## src/rtl/dac_pkg.sv

```systemverilog
// Shared DAC encoder defaults.
// Holds the default MASH code width, element count, code offset and the width of the clip
// counter, so every block of the DAC path agrees on them.
package dac_pkg;

  localparam int DacBwDef   = 3;
  localparam int NumElemDef = 3;
  localparam int OffsetDef  = 1;
  localparam int ClipCntW   = 16;

endpackage

```

## src/rtl/therm_rotate.sv

```systemverilog
// Rotated thermometer mask generator (combinational).
// Ports:
//   n_i    - number of elements to switch on, 0..NUM_ELEM
//   p_i    - index of the first element to switch on, 0..NUM_ELEM-1
//   mask_o - NUM_ELEM-bit mask with bits p, p+1, ... p+n-1 (mod NUM_ELEM) set
module therm_rotate #(
  parameter int NUM_ELEM = 3,
  parameter int CW       = 2,
  parameter int PW       = 2
) (
  input  logic [CW-1:0]       n_i,
  input  logic [PW-1:0]       p_i,
  output logic [NUM_ELEM-1:0] mask_o
);

  always_comb begin
    int idx;
    idx    = 0;
    mask_o = '0;
    for (int i = 0; i < NUM_ELEM; i++) begin
      // Distance of element i from the pointer, walking forward with wrap.
      if (i >= int'(p_i)) begin
        idx = i - int'(p_i);
      end else begin
        idx = i - int'(p_i) + NUM_ELEM;
      end
      mask_o[i] = (idx < int'(n_i));
    end
  end

endmodule

```

## src/rtl/mash_dwa_encoder.sv

```systemverilog
// MASH code to unit-element DAC encoder with optional data-weighted averaging.
// Ports:
//   aclk, arst_n        - clock and synchronous active-low reset
//   s_axis_data_tdata   - signed MASH code, accepted whenever tvalid is high
//   s_axis_data_tvalid  - code valid
//   s_axis_data_tready  - always 1, the encoder never stalls
//   dem_en              - 1: rotate elements (DWA), 0: static thermometer
//   clip_clear          - clears clip_count (wins over a coincident clip)
//   m_elem              - registered unit-element drive
//   m_elem_valid        - one-cycle pulse per accepted code
//   clip_count          - saturating count of codes that needed clamping
module mash_dwa_encoder
  import dac_pkg::*;
#(
  parameter int DAC_BW   = DacBwDef,
  parameter int NUM_ELEM = NumElemDef,
  parameter int OFFSET   = OffsetDef
) (
  input  logic                     aclk,
  input  logic                     arst_n,
  input  logic signed [DAC_BW-1:0] s_axis_data_tdata,
  input  logic                     s_axis_data_tvalid,
  output logic                     s_axis_data_tready,
  input  logic                     dem_en,
  input  logic                     clip_clear,
  output logic [NUM_ELEM-1:0]      m_elem,
  output logic                     m_elem_valid,
  output logic [ClipCntW-1:0]      clip_count
);

  localparam int CW = $clog2(NUM_ELEM + 1);
  localparam int PW = (NUM_ELEM > 1) ? $clog2(NUM_ELEM) : 1;

  logic [NUM_ELEM-1:0] m_elem_q, m_elem_d;
  logic                m_elem_valid_q, m_elem_valid_d;
  logic [ClipCntW-1:0] clip_count_q, clip_count_d;
  logic [PW-1:0]       p_q, p_d;

  int                  n_raw;
  int                  p_sum;
  logic [CW-1:0]       n_clamp;
  logic                clip;
  logic [PW-1:0]       p_use;
  logic [NUM_ELEM-1:0] mask;

  assign s_axis_data_tready = 1'b1;

  // 32-bit signed arithmetic comfortably covers code + OFFSET without overflow.
  always_comb begin
    n_raw   = int'(s_axis_data_tdata) + OFFSET;
    n_clamp = '0;
    clip    = 1'b0;
    if (n_raw < 0) begin
      clip = 1'b1;
    end else if (n_raw > NUM_ELEM) begin
      n_clamp = CW'(NUM_ELEM);
      clip    = 1'b1;
    end else begin
      n_clamp = CW'(n_raw);
    end
  end

  // Static mode is the rotator with the pointer pinned at zero.
  assign p_use = dem_en ? p_q : '0;

  therm_rotate #(
    .NUM_ELEM (NUM_ELEM),
    .CW       (CW),
    .PW       (PW)
  ) u_therm_rotate (
    .n_i    (n_clamp),
    .p_i    (p_use),
    .mask_o (mask)
  );

  always_comb begin
    m_elem_d       = m_elem_q;
    m_elem_valid_d = 1'b0;
    p_d            = p_q;
    clip_count_d   = clip_count_q;
    p_sum          = int'(p_q) + int'(n_clamp);

    if (s_axis_data_tvalid) begin
      m_elem_d       = mask;
      m_elem_valid_d = 1'b1;
      if (dem_en) begin
        // n <= NUM_ELEM and p < NUM_ELEM, so one subtraction wraps; n=0 and n=NUM_ELEM
        // both leave p where it was.
        if (p_sum >= NUM_ELEM) begin
          p_sum = p_sum - NUM_ELEM;
        end
        p_d = PW'(p_sum);
      end else begin
        p_d = '0;
      end
      if (clip && (clip_count_q != '1)) begin
        clip_count_d = clip_count_q + 1'b1;
      end
    end

    if (clip_clear) begin
      clip_count_d = '0;
    end
  end

  always_ff @(posedge aclk) begin
    if (!arst_n) begin
      m_elem_q       <= '0;
      m_elem_valid_q <= 1'b0;
      p_q            <= '0;
      clip_count_q   <= '0;
    end else begin
      m_elem_q       <= m_elem_d;
      m_elem_valid_q <= m_elem_valid_d;
      p_q            <= p_d;
      clip_count_q   <= clip_count_d;
    end
  end

  assign m_elem       = m_elem_q;
  assign m_elem_valid = m_elem_valid_q;
  assign clip_count   = clip_count_q;

endmodule
```

## config.mk

```make
export PLATFORM = sky130hd
export DESIGN_NAME = mash_dwa_encoder
export DESIGN_NICKNAME = d
export VERILOG_FILES = /design/src/rtl/dac_pkg.sv /design/src/rtl/therm_rotate.sv /design/src/rtl/mash_dwa_encoder.sv
export SDC_FILE = /design/constraint.sdc
export NUM_CORES = 1
export LEC_CHECK = 0
export BUFFER_PORTS_ARGS = -buffer_cell sky130_fd_sc_hd__buf_2
export CAP_MARGIN = 0
export CORE_AREA = 2 2 82 53
export CTS_BUF_LIST = sky130_fd_sc_hd__clkbuf_16
export DETAILED_ROUTE_END_ITERATION = 8
export DIE_AREA = 0 0 84 55
export GPL_TIMING_DRIVEN = 0
export MAX_ROUTING_LAYER = met4
export PLACE_DENSITY = 0.63
export SLEW_MARGIN = 10
export SYNTH_ARGS = -nofsm -noshare
export SYNTH_HDL_FRONTEND = slang
export SYNTH_SLANG_ARGS = --single-unit
```

## constraint.sdc

```tcl
create_clock -name aclk -period 2.9 [get_ports aclk]
set_input_delay 0.29 -clock aclk [delete_from_list [all_inputs] [get_ports aclk]]
set_output_delay 0.29 -clock aclk [all_outputs]
set_load 0.01 [all_outputs]
```

After elaboration in Yosys (flattened, before gate mapping)
Index checks and enable logic that the tools add are counted.

operators by class
  add/subtract/negate cells = 10
  magnitude comparators = 9
  equal/unequal tests = 1
  muxes and demuxes = 11
  bitwise gates (word level) = 1
  reductions and logical operators = 3

operators by type and width
  operator                                                                count
  32-bit by 3-bit adder with 32-bit output (second input constant)        3
  32-bit by 3-bit < comparator with 1-bit output                          3
  32-bit two-way mux                                                      3
  16-bit by 1-bit adder with 16-bit output (second input constant)        1
  16-bit inequality test (second input constant)                          1
  2-bit two-way mux                                                       5
  1-bit by 2-bit subtractor with 3-bit output (first input constant)      2
  3-bit by 2-bit adder with 4-bit output (second input constant)          1
  1-bit by 2-bit >= comparator with 1-bit output (first input constant)   2
  4-bit by 3-bit > comparator with 1-bit output (second input constant)   1
  4-bit by 1-bit < comparator with 1-bit output (second input constant)   1
  2-bit by 2-bit adder with 3-bit output                                  1
  3-bit by 2-bit >= comparator with 1-bit output (second input constant)  1
  1-bit two-way mux                                                       3
  2-bit by 2-bit subtractor with 3-bit output (first input constant)      1
  2-bit >= comparator (first input constant)                              1
  2-bit AND reduction                                                     1
  2-bit OR reduction                                                      1
  2-bit subtractor (second input constant)                                1
  1-bit logical AND                                                       1
  1-bit inverter                                                          1

storage, ports and cells
  bits in registers = 22
  input bits = 8
  output and inout port bits = 21
  logic and storage cells = 39

Depth between registers and ports, before layout
Gate-level depths: netlist of the first run.

  depth after elaboration = 8
  depth in mapped cells = 14
  mapped depth without buffers = 14

Hierarchy
Synthesis of the first run repeated with hierarchy kept, for this count alone.

second synthesis, totals
  cell total of the unflattened synthesis = 183
  area total of the unflattened synthesis = 1569.0 um^2

modules (own cells, without submodules)
  module            times used  cells an instance  area each (um^2)  sequential area each (um^2)
  mash_dwa_encoder  1           152                1303.8            440.4
  therm_rotate      1           31                 265.3             0.0

Worst setup path after synthesis of the first run
OpenSTA, ideal clock, no wires.

  path kind = input to register
  start point = in s_axis_data_tdata[0]
  end point = reg p_q[1]
  library setup time = 0.115 ns
  arrival = 2.470 ns
  required time = 2.785 ns
  path slack = 0.315 ns
  cell stages on the path = 11
  path buffers = 0
  cell sequence = ha_1 -> or2_2 -> o21ai_0 -> fa_1 -> inv_1 -> ha_1 -> nor2b_1 -> nor2b_1 -> o2111ai_1 -> o21ai_0 -> and2_1

on the way
  longest elaborated chain between the ends = 8
  elaborated cells between the ends (all ways) = 10
  classes of those cells = 3 x add/sub; 3 x order compare; 4 x mux

RTL lines
  what                                                                                       line                                            source
  from (decl)                                                                                mash_dwa_encoder.sv:21                          input logic signed [DAC_BW-1:0] s_axis_data_tdata,
  3-bit by 2-bit adder with 4-bit output (*)                                                 mash_dwa_encoder.sv:50                          n_raw = int'(s_axis_data_tdata) + OFFSET;
  4-bit by 3-bit > comparator with 1-bit output                                              mash_dwa_encoder.sv:55                          end else if (n_raw > NUM_ELEM) begin
  2-bit two-way mux                                                                          mash_dwa_encoder.sv:55
  2-bit two-way mux (*)                                                                      mash_dwa_encoder.sv:53                          if (n_raw < 0) begin
  2-bit by 2-bit adder with 3-bit output (*)                                                 mash_dwa_encoder.sv:81                          p_sum = int'(p_q) + int'(n_clamp);
  3-bit by 2-bit >= comparator with 1-bit output / 2-bit subtractor (equally long branches)  mash_dwa_encoder.sv:89, mash_dwa_encoder.sv:90
  2-bit two-way mux (*)                                                                      mash_dwa_encoder.sv:89                          if (p_sum >= NUM_ELEM) begin
  2-bit two-way mux (*)                                                                      mash_dwa_encoder.sv:86                          if (dem_en) begin
  to (signal assigned)                                                                       mash_dwa_encoder.sv:115                         p_q <= p_d;
  to (decl)                                                                                  mash_dwa_encoder.sv:37                          logic [PW-1:0] p_q, p_d;

Every way passes the cells marked *; elsewhere a longest branch is shown, timed or not.
A chain may end at the register's enable or synchronous reset.

Worst setup path in the final report of the first run
Ends and elaborated chain as after synthesis.

==> results.py, run 1 <==
metrics = {
    "sta": {
        "finalCriticalPeriod_ns": 2.56,
        "fmax_ghz": 0.391,
        "slew_viol_final": 0,
        "setup_tns_ns": 0,
        "rsz0062_at_grt": "no",
        "finalHoldViolations": 0,
        "setup_violations": 0,
        "fin_crit_sh_pct": 88.1,
        "fin_worst_skew_ns": 0.00294,
    },
    "yosys": {
        "ys_types": 44,
        "syn_nets": 196,
        "synth-adder-area-share_pct": 14.9,
        "yosys_warnings": 0,
        "ys_seq_elements": 22,
        "ys_seq_area_share_pct": 29.8,
        "synth_top_family_by_area": "simple AND/OR/NAND/NOR gates",
        "netlist_instances": 171,
        "synth_mux_area_share_pct": 1.44,
        "yosys_most_used_dff": "dfxtp_1",
        "synth_edf_count": 0,
        "async_flop_share_pct": 0,
        "syn_avg_cell_area_um2": 8.66,
        "yosys.area_share.simple_pct": 28.8,
        "synth_area_um2": 1480,
        "synthXorXnorAreaFrac_pct": 5.92,
        "synth-compound-area-share_pct": 15.4,
    },
    "power": {
        "power.total_mw": 0.708,
        "power.density_nw_per_um2": 402,
        "ir_drop_uv": 226,
        "leakagePower_nw": 0.730,
    },
    "detailed_routing": {
        "avgViaCountPerCell": 5.00,
        "wl_per_cell_um": 12.2,
        "ant_nets": 0,
        "dr.pass1.iters": 4,
        "route.vias.total": 1260,
        "drc": 0,
        "drt-initial-drc-count": 85,
        "drt_wl_total_um": 3080,
    },
    "setup_path": {
        "cp-start-kind": "input pin",
        "worstReg2RegStart": "p_q[0]",
        "crit_required_ns": 3.10,
        "cp.arrival_ns": 2.76,
        "crit_start": "s_axis_data_tdata[0]",
        "worstSetupEndpointType": "register",
        "critPathKind": "input pin to register",
        "crit_fanout": 5,
    },
    "clock_tree": {
        "cts_sinks": 22,
        "cts_setup_buffers": 0,
        "clk_path_buf_depth": 2,
        "clk-insertion-delay-late_ns": 0.25,
        "clk_pin_slew_ns": 0.06,
        "root_buffer": "clkbuf_16",
        "htree_levels": 1,
        "cts_buffers": 3,
        "cts_tree": "built",
    },
    "run": {
        "maxCapViolations": 0,
    },
    "status": {
        "outcome": "complete, no violations",
    },
    "global_routing": {
        "antenna_found_initial": 0,
        "grt_first_pass_wirelength_um": 5000,
        "grt_use_met3_pct": 3.26,
        "grt_max_degree": 13,
        "grtUsageMet2_pct": 19.7,
        "grt_pass1_vias": 1027,
        "overflow": 0,
        "grt.busiest_layer": "met1",
        "grt_util_all_layers_pct": 14.4,
        "grt.met1_usage_pct": 21.4,
    },
    "cells_and_area": {
        "final_util_pct": 45.2,
        "area_delta_synth_final_pct": 18.9,
        "final_cell_mix": "27 x buf_2, 22 x dfxtp_1, 17 x nor2_1",
        "fin_nets": 228,
        "fill_cells": 399,
        "instances_no_fill": 252,
        "final_common_cell": "buf_2",
        "antenna_cells": 0,
        "drive_gt1_share_pct": 22.3,
    },
    "floorplanning": {
        "die_area_um2": 4620,
        "initial_utilization_pct": 38.0,
        "dieHeight_um": 55,
        "num_rows": 18,
        "io-pin-count": 29,
        "core_area_um2": 3900,
        "die_width_um": 84,
    },
    "placed_design": {
        "dp_hpwl_um": 2390,
        "gp_congestion": 0.786,
        "placedCellCount": 248,
        "port_buffers": 27,
    },
    "worst_hold_path": {
        "worstHoldStart": "arst_n",
        "hold_path.class": "input pin to register",
    },
}
## worst paths after layout
kind | cells past startpoint | slack (ns) | endpoint
hold reg to reg | 2 | 0.47 | m_elem[1]
setup / recovery | 15 | 0.34 | p_q[1]
setup reg to reg | 10 | 0.93 | p_q[1]
hold / removal | 3 | 0.34 | m_elem[2]
## power by group
group,switching (mW),internal (mW)
clock network,0.112,0.184
registers,0.00395,0.310
logic,0.0574,0.0415
## metal layers
layer | vias to the layer above | share of wire, %
met5 | - | 0
met4 | 0 | 0.81
met3 | 2 | 3.3
met2 | 25 | 37
met1 | 567 | 59
li1 | 666 | -
## cell families after synthesis
group | after synthesis
AND/OR/NAND/NOR | 73
AO/OA/AOI/OAI | 33
flip-flops | 22
adder cells (fa/ha/maj) | 17
buffers and inverters | 13
XOR/XNOR | 10
multiplexers | 2
other | 1
## flip-flops by register name, indices dropped and copies added (netlist names)
name,flops
clip_count,16
m_elem,3
m_elem_valid,1
p_q,2
## stage by stage
step	hold slack [ns]	worst slack, ns	cell area (um2)
2_1_floorplan	0.412	0.315	1480
3_3_place_gp	0.457	-0.0446	1680
3_5_place_dp	0.458	-0.0649	1680
4_1_cts	0.340	0.210	1760
5_1_grt	0.354	0.0598	1760
6_report	0.340	0.345	1760
## repair_timing
item,4_1_cts,5_1_grt
setup endpoints to repair,0,1
hold buffers,0,0
resized for setup,0,2
## cells in the mapped netlist (2+ instances only)
master / number / area (um2)
xor2_1: 5 / 43.8
nor3b_2: 3 / 37.5
nor2b_1: 5 / 31.3
nor3b_1: 2 / 15.0
dfxtp_1: 22 / 440
and3_1: 4 / 25.0
ha_1: 16 / 200
nand2b_1: 6 / 37.5
a2111oi_2: 2 / 30.0
o211ai_1: 3 / 22.5
nand4_1: 3 / 18.8
a21oi_1: 5 / 25.0
o2111ai_1: 3 / 26.3
and2_1: 4 / 25.0
nor2_1: 17 / 63.8
nand3_1: 9 / 45.0
nand2_1: 11 / 41.3
xnor2_1: 5 / 43.8
inv_1: 9 / 33.8
clkbuf_1: 3 / 11.3
a211oi_1: 2 / 15.0
o21ai_0: 10 / 50.1
## worst max-delay path, stage by stage
cell and delay (ns):
buf_2 0.12, ha_1 0.23, nor2b_1 0.13, mux2_2 0.37, inv_1 0.06, ha_1 0.13, inv_1 0.05, fa_1 0.52
inv_1 0.05, ha_1 0.18, nor2b_2 0.16, nor2b_1 0.15, o2111ai_1 0.10, o21ai_0 0.09, and2_1 0.13
## area by class of cell
cell class	instances	area [um2]	share of cell area (%)
multi-input cells	136	990	56.3
flip-flops and latches	22	440	25.0
repair buffers	27	135	7.68
clock buffers	3	75.1	4.27
well taps	50	62.6	3.56
inverters	9	33.8	1.92
plain buffers	4	18.8	1.07
clock inverters	1	3.75	0.213
Power figures use the tool's default switching activity.
==> run 2, diff against run 1 <==
==> constraint.sdc (replaced) <==
create_clock -name aclk -period 2.7 [get_ports aclk]
set_input_delay 0.27 -clock aclk [delete_from_list [all_inputs] [get_ports aclk]]
set_output_delay 0.27 -clock aclk [all_outputs]
set_load 0.01 [all_outputs]
==> run 2 against run 1 <==
- non-clock buffer count up 1
- die area unchanged
- first-iteration DRC count decreased by 2.4%
- critical path depth did not move
- combinational power rose by 13%
- register-to-register slack worse by 0.21 ns
- sequential share of layout area fell by 0.23 points
- wire length increased by 0.32%
- sequential power rose by 7.3%
- via count fell by 0.24%
- critical path type unchanged
- critical endpoint unchanged
- largest cell class unchanged
==> results.py, run 2 (synthesis results as in run 1) <==
metrics = {
    "placed_design": {
        "dp_hpwl_um": 2390,
        "place_ws_ns": -0.245,
        "port_buffers": 27,
        "place_area_um2": 1680,
        "gp_congestion": 0.786,
        "placedCellCount": 248,
    },
    "setup_path": {
        "cp-start-kind": "input pin",
        "worstPathCellList": "buf_2 > ha_2 > nor2b_2 > mux2_4 > inv_1 > ha_1 > inv_1 > fa_1 > inv_1 > ha_1 > nor2b_2 > nor2b_1 > o2111ai_1 > o21ai_0 > and2_1",
        "slowest_stage": "fa_1",
        "cp_top_family": "adder cells",
        "crit_required_ns": 2.90,
        "crit_top_cell": "inv_1",
        "worstSetupEndpointType": "register",
        "cp.arrival_ns": 2.67,
        "critPathKind": "input pin to register",
        "critPathMaxStageDelay_ns": 0.52,
        "crit_buf_inv": 4,
        "crit_fanout": 5,
    },
    "sta": {
        "finalCriticalPeriod_ns": 2.47,
        "finalHoldViolations": 0,
        "fin_crit_sh_pct": 91.3,
        "slew_viol_final": 0,
        "holdWs_ns": 0.320,
        "setup_ws_ns": 0.234,
        "setup_violations": 0,
        "rsz0062_at_grt": "no",
        "fmax_ghz": 0.405,
        "fin_worst_skew_ns": 0.00276,
    },
    "cells_and_area": {
        "final_cell_mix": "27 x buf_2, 22 x dfxtp_1, 17 x nor2_1",
        "final_common_cell": "buf_2",
        "antenna_cells": 0,
        "instances_no_fill": 253,
        "drive_gt1_share_pct": 23.6,
        "fill_cells": 398,
        "fin_nets": 229,
        "largest_reg_flops": 16,
        "fin_area_um2": 1780,
        "area_delta_synth_final_pct": 19.9,
        "final_util_pct": 45.6,
    },
    "floorplanning": {
        "num_rows": 18,
        "die_area_um2": 4620,
        "io-pin-count": 29,
        "initial_utilization_pct": 38.0,
        "core_area_um2": 3900,
        "die_width_um": 84,
        "dieHeight_um": 55,
    },
    "power": {
        "ir_drop_uv": 251,
        "leakagePower_nw": 0.738,
        "power.density_nw_per_um2": 431,
    },
    "global_routing": {
        "grt_util_all_layers_pct": 14.4,
        "antenna_found_initial": 0,
        "grt_pass1_vias": 1027,
        "grt_first_pass_wirelength_um": 5000,
        "overflow": 0,
        "grt_max_degree": 13,
    },
    "clock_tree": {
        "cts_sinks": 22,
        "clk_path_buf_depth": 2,
        "cts_buffers": 3,
        "clk-insertion-delay-late_ns": 0.25,
        "clk_pin_slew_ns": 0.06,
        "hold_buffers": 0,
        "cts_tree": "built",
        "root_buffer": "clkbuf_16",
        "htree_levels": 1,
    },
    "detailed_routing": {
        "drt_wl_total_um": 3090,
        "ant_nets": 0,
        "drc": 0,
        "drt-initial-drc-count": 83,
        "route.vias.total": 1257,
        "wl_per_cell_um": 12.2,
        "avgViaCountPerCell": 4.97,
        "dr.pass1.iters": 4,
    },
    "status": {
        "outcome": "complete, no violations",
    },
    "run": {
        "maxCapViolations": 0,
    },
    "worst_hold_path": {
        "hold_path.class": "input pin to register",
    },
}
-- run 2: where the power goes --
group	switching (mW)	internal (mW)	leakage, nW
clock	0.118	0.198	0.0385
combinational	0.0629	0.0493	0.521
sequential	0.00424	0.333	0.178
total	0.185	0.579	0.738
-- run 2: through the flow --
stage / power, mW / TNS [ns]
after global placement: 0.448 / -0.362
after global routing: 0.813 / 0
final: 0.765 / 0
after floorplan: 0.418 / 0
after detailed placement: 0.449 / -0.382
after CTS: 0.772 / 0
-- run 2: layout make-up --
type / count / area, um2 / area share (%)
Buffer: 4 / 18.8 / 1.06
Clock buffer: 3 / 75.1 / 4.23
Clock inverter: 1 / 3.75 / 0.211
Inverter: 9 / 33.8 / 1.90
Multi-Input combinational cell: 136 / 998 / 56.2
Sequential cell: 22 / 440 / 24.8
Tap cell: 50 / 62.6 / 3.52
Timing Repair Buffer: 28 / 143 / 8.03
-- run 2: path summary, 6_finish.rpt --
path | from | to | slack [ns] | cells after the start
max reg2reg | p_q[0] | p_q[1] | 0.72 | 10
max | s_axis_data_tdata[0] | p_q[1] | 0.23 | 15
min reg2reg | m_elem[1] | m_elem[1] | 0.47 | 2
min | arst_n | m_elem[2] | 0.32 | 3
-- run 2: timing repair --
item,in CTS,in global routing
resized for setup,0,5
setup endpoints to repair,0,2
buffers inserted,0,1
-- run 2: tightest hold or removal path, delay by kind of cell --
kind | cells | cell delay [ns]
buffers and inverters | 1 | 0.14
AO/OA/AOI/OAI | 2 | 0.12
-- run 2: per-layer routing --
layer / track usage, % / vias to the layer above / share of wire [%]
met2: 19.7 / 16 / 37
met5: - / - / 0
li1: - / 668 / -
met4: 2.42 / 0 / 0.81
met3: 3.26 / 2 / 2.8
met1: 21.4 / 571 / 59
==> run 3, diff against run 2 <==
--- a/config.mk
+++ b/config.mk
@@ -6,13 +6,11 @@
 export NUM_CORES = 1
 export LEC_CHECK = 0
 export BUFFER_PORTS_ARGS = -buffer_cell sky130_fd_sc_hd__buf_2
-export CAP_MARGIN = 0
 export CORE_AREA = 2 2 82 53
 export CTS_BUF_LIST = sky130_fd_sc_hd__clkbuf_16
 export DETAILED_ROUTE_END_ITERATION = 8
 export DIE_AREA = 0 0 84 55
 export GPL_TIMING_DRIVEN = 0
-export MAX_ROUTING_LAYER = met4
 export PLACE_DENSITY = 0.63
 export SLEW_MARGIN = 10
 export SYNTH_ARGS = -nofsm -noshare
==> run 3 against run 2 <==
- hold slack about the same
- flip-flop and latch count unchanged
- cell area is the same
- die area unchanged
- first-iteration DRC count up 1.2%
- combinational power about the same
- sequential share of layout area stayed put
- critical path depth did not move
- via count hardly changed
- clock-buffer cell count is the same
- clock power about the same
==> results.py, run 3 (synthesis results as in run 1) <==
metrics = {
    "floorplanning": {
        "num_rows": 18,
        "io-pin-count": 29,
        "die_area_um2": 4620,
        "die_width_um": 84,
        "dieHeight_um": 55,
        "core_area_um2": 3900,
        "initial_utilization_pct": 38.0,
    },
    "cells_and_area": {
        "antenna_cells": 0,
        "drive_gt1_share_pct": 23.6,
        "final_common_cell": "buf_2",
        "largest_reg_flops": 16,
        "fin_nets": 229,
        "final_cell_mix": "27 x buf_2, 22 x dfxtp_1, 17 x nor2_1",
        "area_delta_synth_final_pct": 19.9,
        "instances_no_fill": 253,
        "final_util_pct": 45.6,
    },
    "global_routing": {
        "antenna_found_initial": 0,
        "grt_pass1_vias": 1029,
        "grt_util_all_layers_pct": 13.9,
        "grt_first_pass_wirelength_um": 5000,
        "grt_max_degree": 13,
        "overflow": 0,
    },
    "detailed_routing": {
        "wl_per_cell_um": 12.2,
        "avgViaCountPerCell": 4.97,
        "drt_wl_total_um": 3100,
        "dr.pass1.iters": 4,
        "ant_nets": 0,
        "route.vias.total": 1258,
        "drt-initial-drc-count": 84,
        "drc": 0,
    },
    "setup_path": {
        "crit_path_end": "p_q[1]",
        "cp.arrival_ns": 2.67,
        "crit_start": "s_axis_data_tdata[0]",
        "crit_required_ns": 2.90,
        "r2r_setup_slack_ns": 0.72,
        "r2r_cells": 10,
        "worstSetupEndpointType": "register",
        "r2r-end": "p_q[1]",
        "worstReg2RegStart": "p_q[0]",
        "critPathKind": "input pin to register",
        "crit_fanout": 5,
        "cp-start-kind": "input pin",
    },
    "power": {
        "ir_drop_uv": 251,
        "power.density_nw_per_um2": 431,
        "leakagePower_nw": 0.738,
        "power.total_mw": 0.765,
    },
    "clock_tree": {
        "cts_tree": "built",
        "cts_sinks": 22,
        "root_buffer": "clkbuf_16",
        "htree_levels": 1,
        "clk_pin_slew_ns": 0.06,
        "hold_buffers": 0,
        "cts_buffers": 3,
        "clk_path_buf_depth": 2,
        "clk-insertion-delay-late_ns": 0.25,
    },
    "sta": {
        "holdWs_ns": 0.320,
        "fin_worst_skew_ns": 0.00284,
        "slew_viol_final": 0,
        "setup_violations": 0,
        "rsz0062_at_grt": "no",
        "finalCriticalPeriod_ns": 2.47,
        "fin_crit_sh_pct": 91.3,
        "finalHoldViolations": 0,
        "fmax_ghz": 0.405,
    },
    "placed_design": {
        "dp_hpwl_um": 2390,
        "gp_congestion": 0.776,
        "port_buffers": 27,
        "placedCellCount": 248,
    },
    "run": {
        "maxCapViolations": 0,
    },
    "status": {
        "outcome": "complete, no violations",
    },
    "worst_hold_path": {
        "hold_path.class": "input pin to register",
    },
}
==> run 3: area by class of cell <==
cell class              instances  area (um2)
plain buffers                   4        18.8
clock buffers                   3        75.1
clock inverters                 1        3.75
fillers                       398        2120
inverters                       9        33.8
multi-input cells             136         998
flip-flops and latches         22         440
well taps                      50        62.6
repair buffers                 28         143
==> run 3: worst max-delay path: stages <==
cell       delay [ns]
buf_2            0.12
ha_2             0.21
nor2b_2          0.12
mux2_4           0.32
inv_1            0.06
ha_1             0.13
inv_1            0.05
fa_1             0.52
inv_1            0.05
ha_1             0.18
nor2b_2          0.16
nor2b_1          0.15
o2111ai_1        0.10
o21ai_0          0.09
and2_1           0.13
==> run 3: timing repair <==
| item | CTS | global route |
|---|---|---|
| resized for setup | 0 | 5 |
| setup endpoints to repair | 0 | 2 |
| buffers inserted | 0 | 1 |
==> run 3: metrics by stage <==
step / worst slack (ns) / instance area (um2) / setup TNS [ns]
after floorplan: 0.135 / 1480 / 0
after global placement: -0.225 / 1680 / -0.362
after detailed placement: -0.245 / 1680 / -0.382
after CTS: 0.0296 / 1760 / 0
after global routing: 0.00438 / 1780 / 0
final: 0.234 / 1780 / 0
==> run 3: how the worst min path moves through the flow <==
stage | slack [ns] | end | from | depth (start not counted)
finish | 0.32 | m_elem[2] | arst_n | 3
global route | 0.33 | m_elem[0] | arst_n | 3
CTS | 0.32 | m_elem[0] | arst_n | 3
detailed placement | 0.46 | m_elem[1] | m_elem[1] | 2
global placement | 0.46 | m_elem[1] | m_elem[1] | 2
floorplan | 0.39 | p_q[1] | arst_n | 1
==> run 3: power breakdown <==
part / internal, mW / leakage [nW] / switching [mW]
clock network: 0.198 / 0.0385 / 0.118
logic: 0.0493 / 0.521 / 0.0629
registers: 0.333 / 0.178 / 0.00422
==> run 3: layer usage <==
layer  GRT usage (%)  part of all wire (%)
met1            21.0                    57
met2            19.7                    37
met3            4.01                   5.2
met4            2.42                  0.81
met5               0                     0
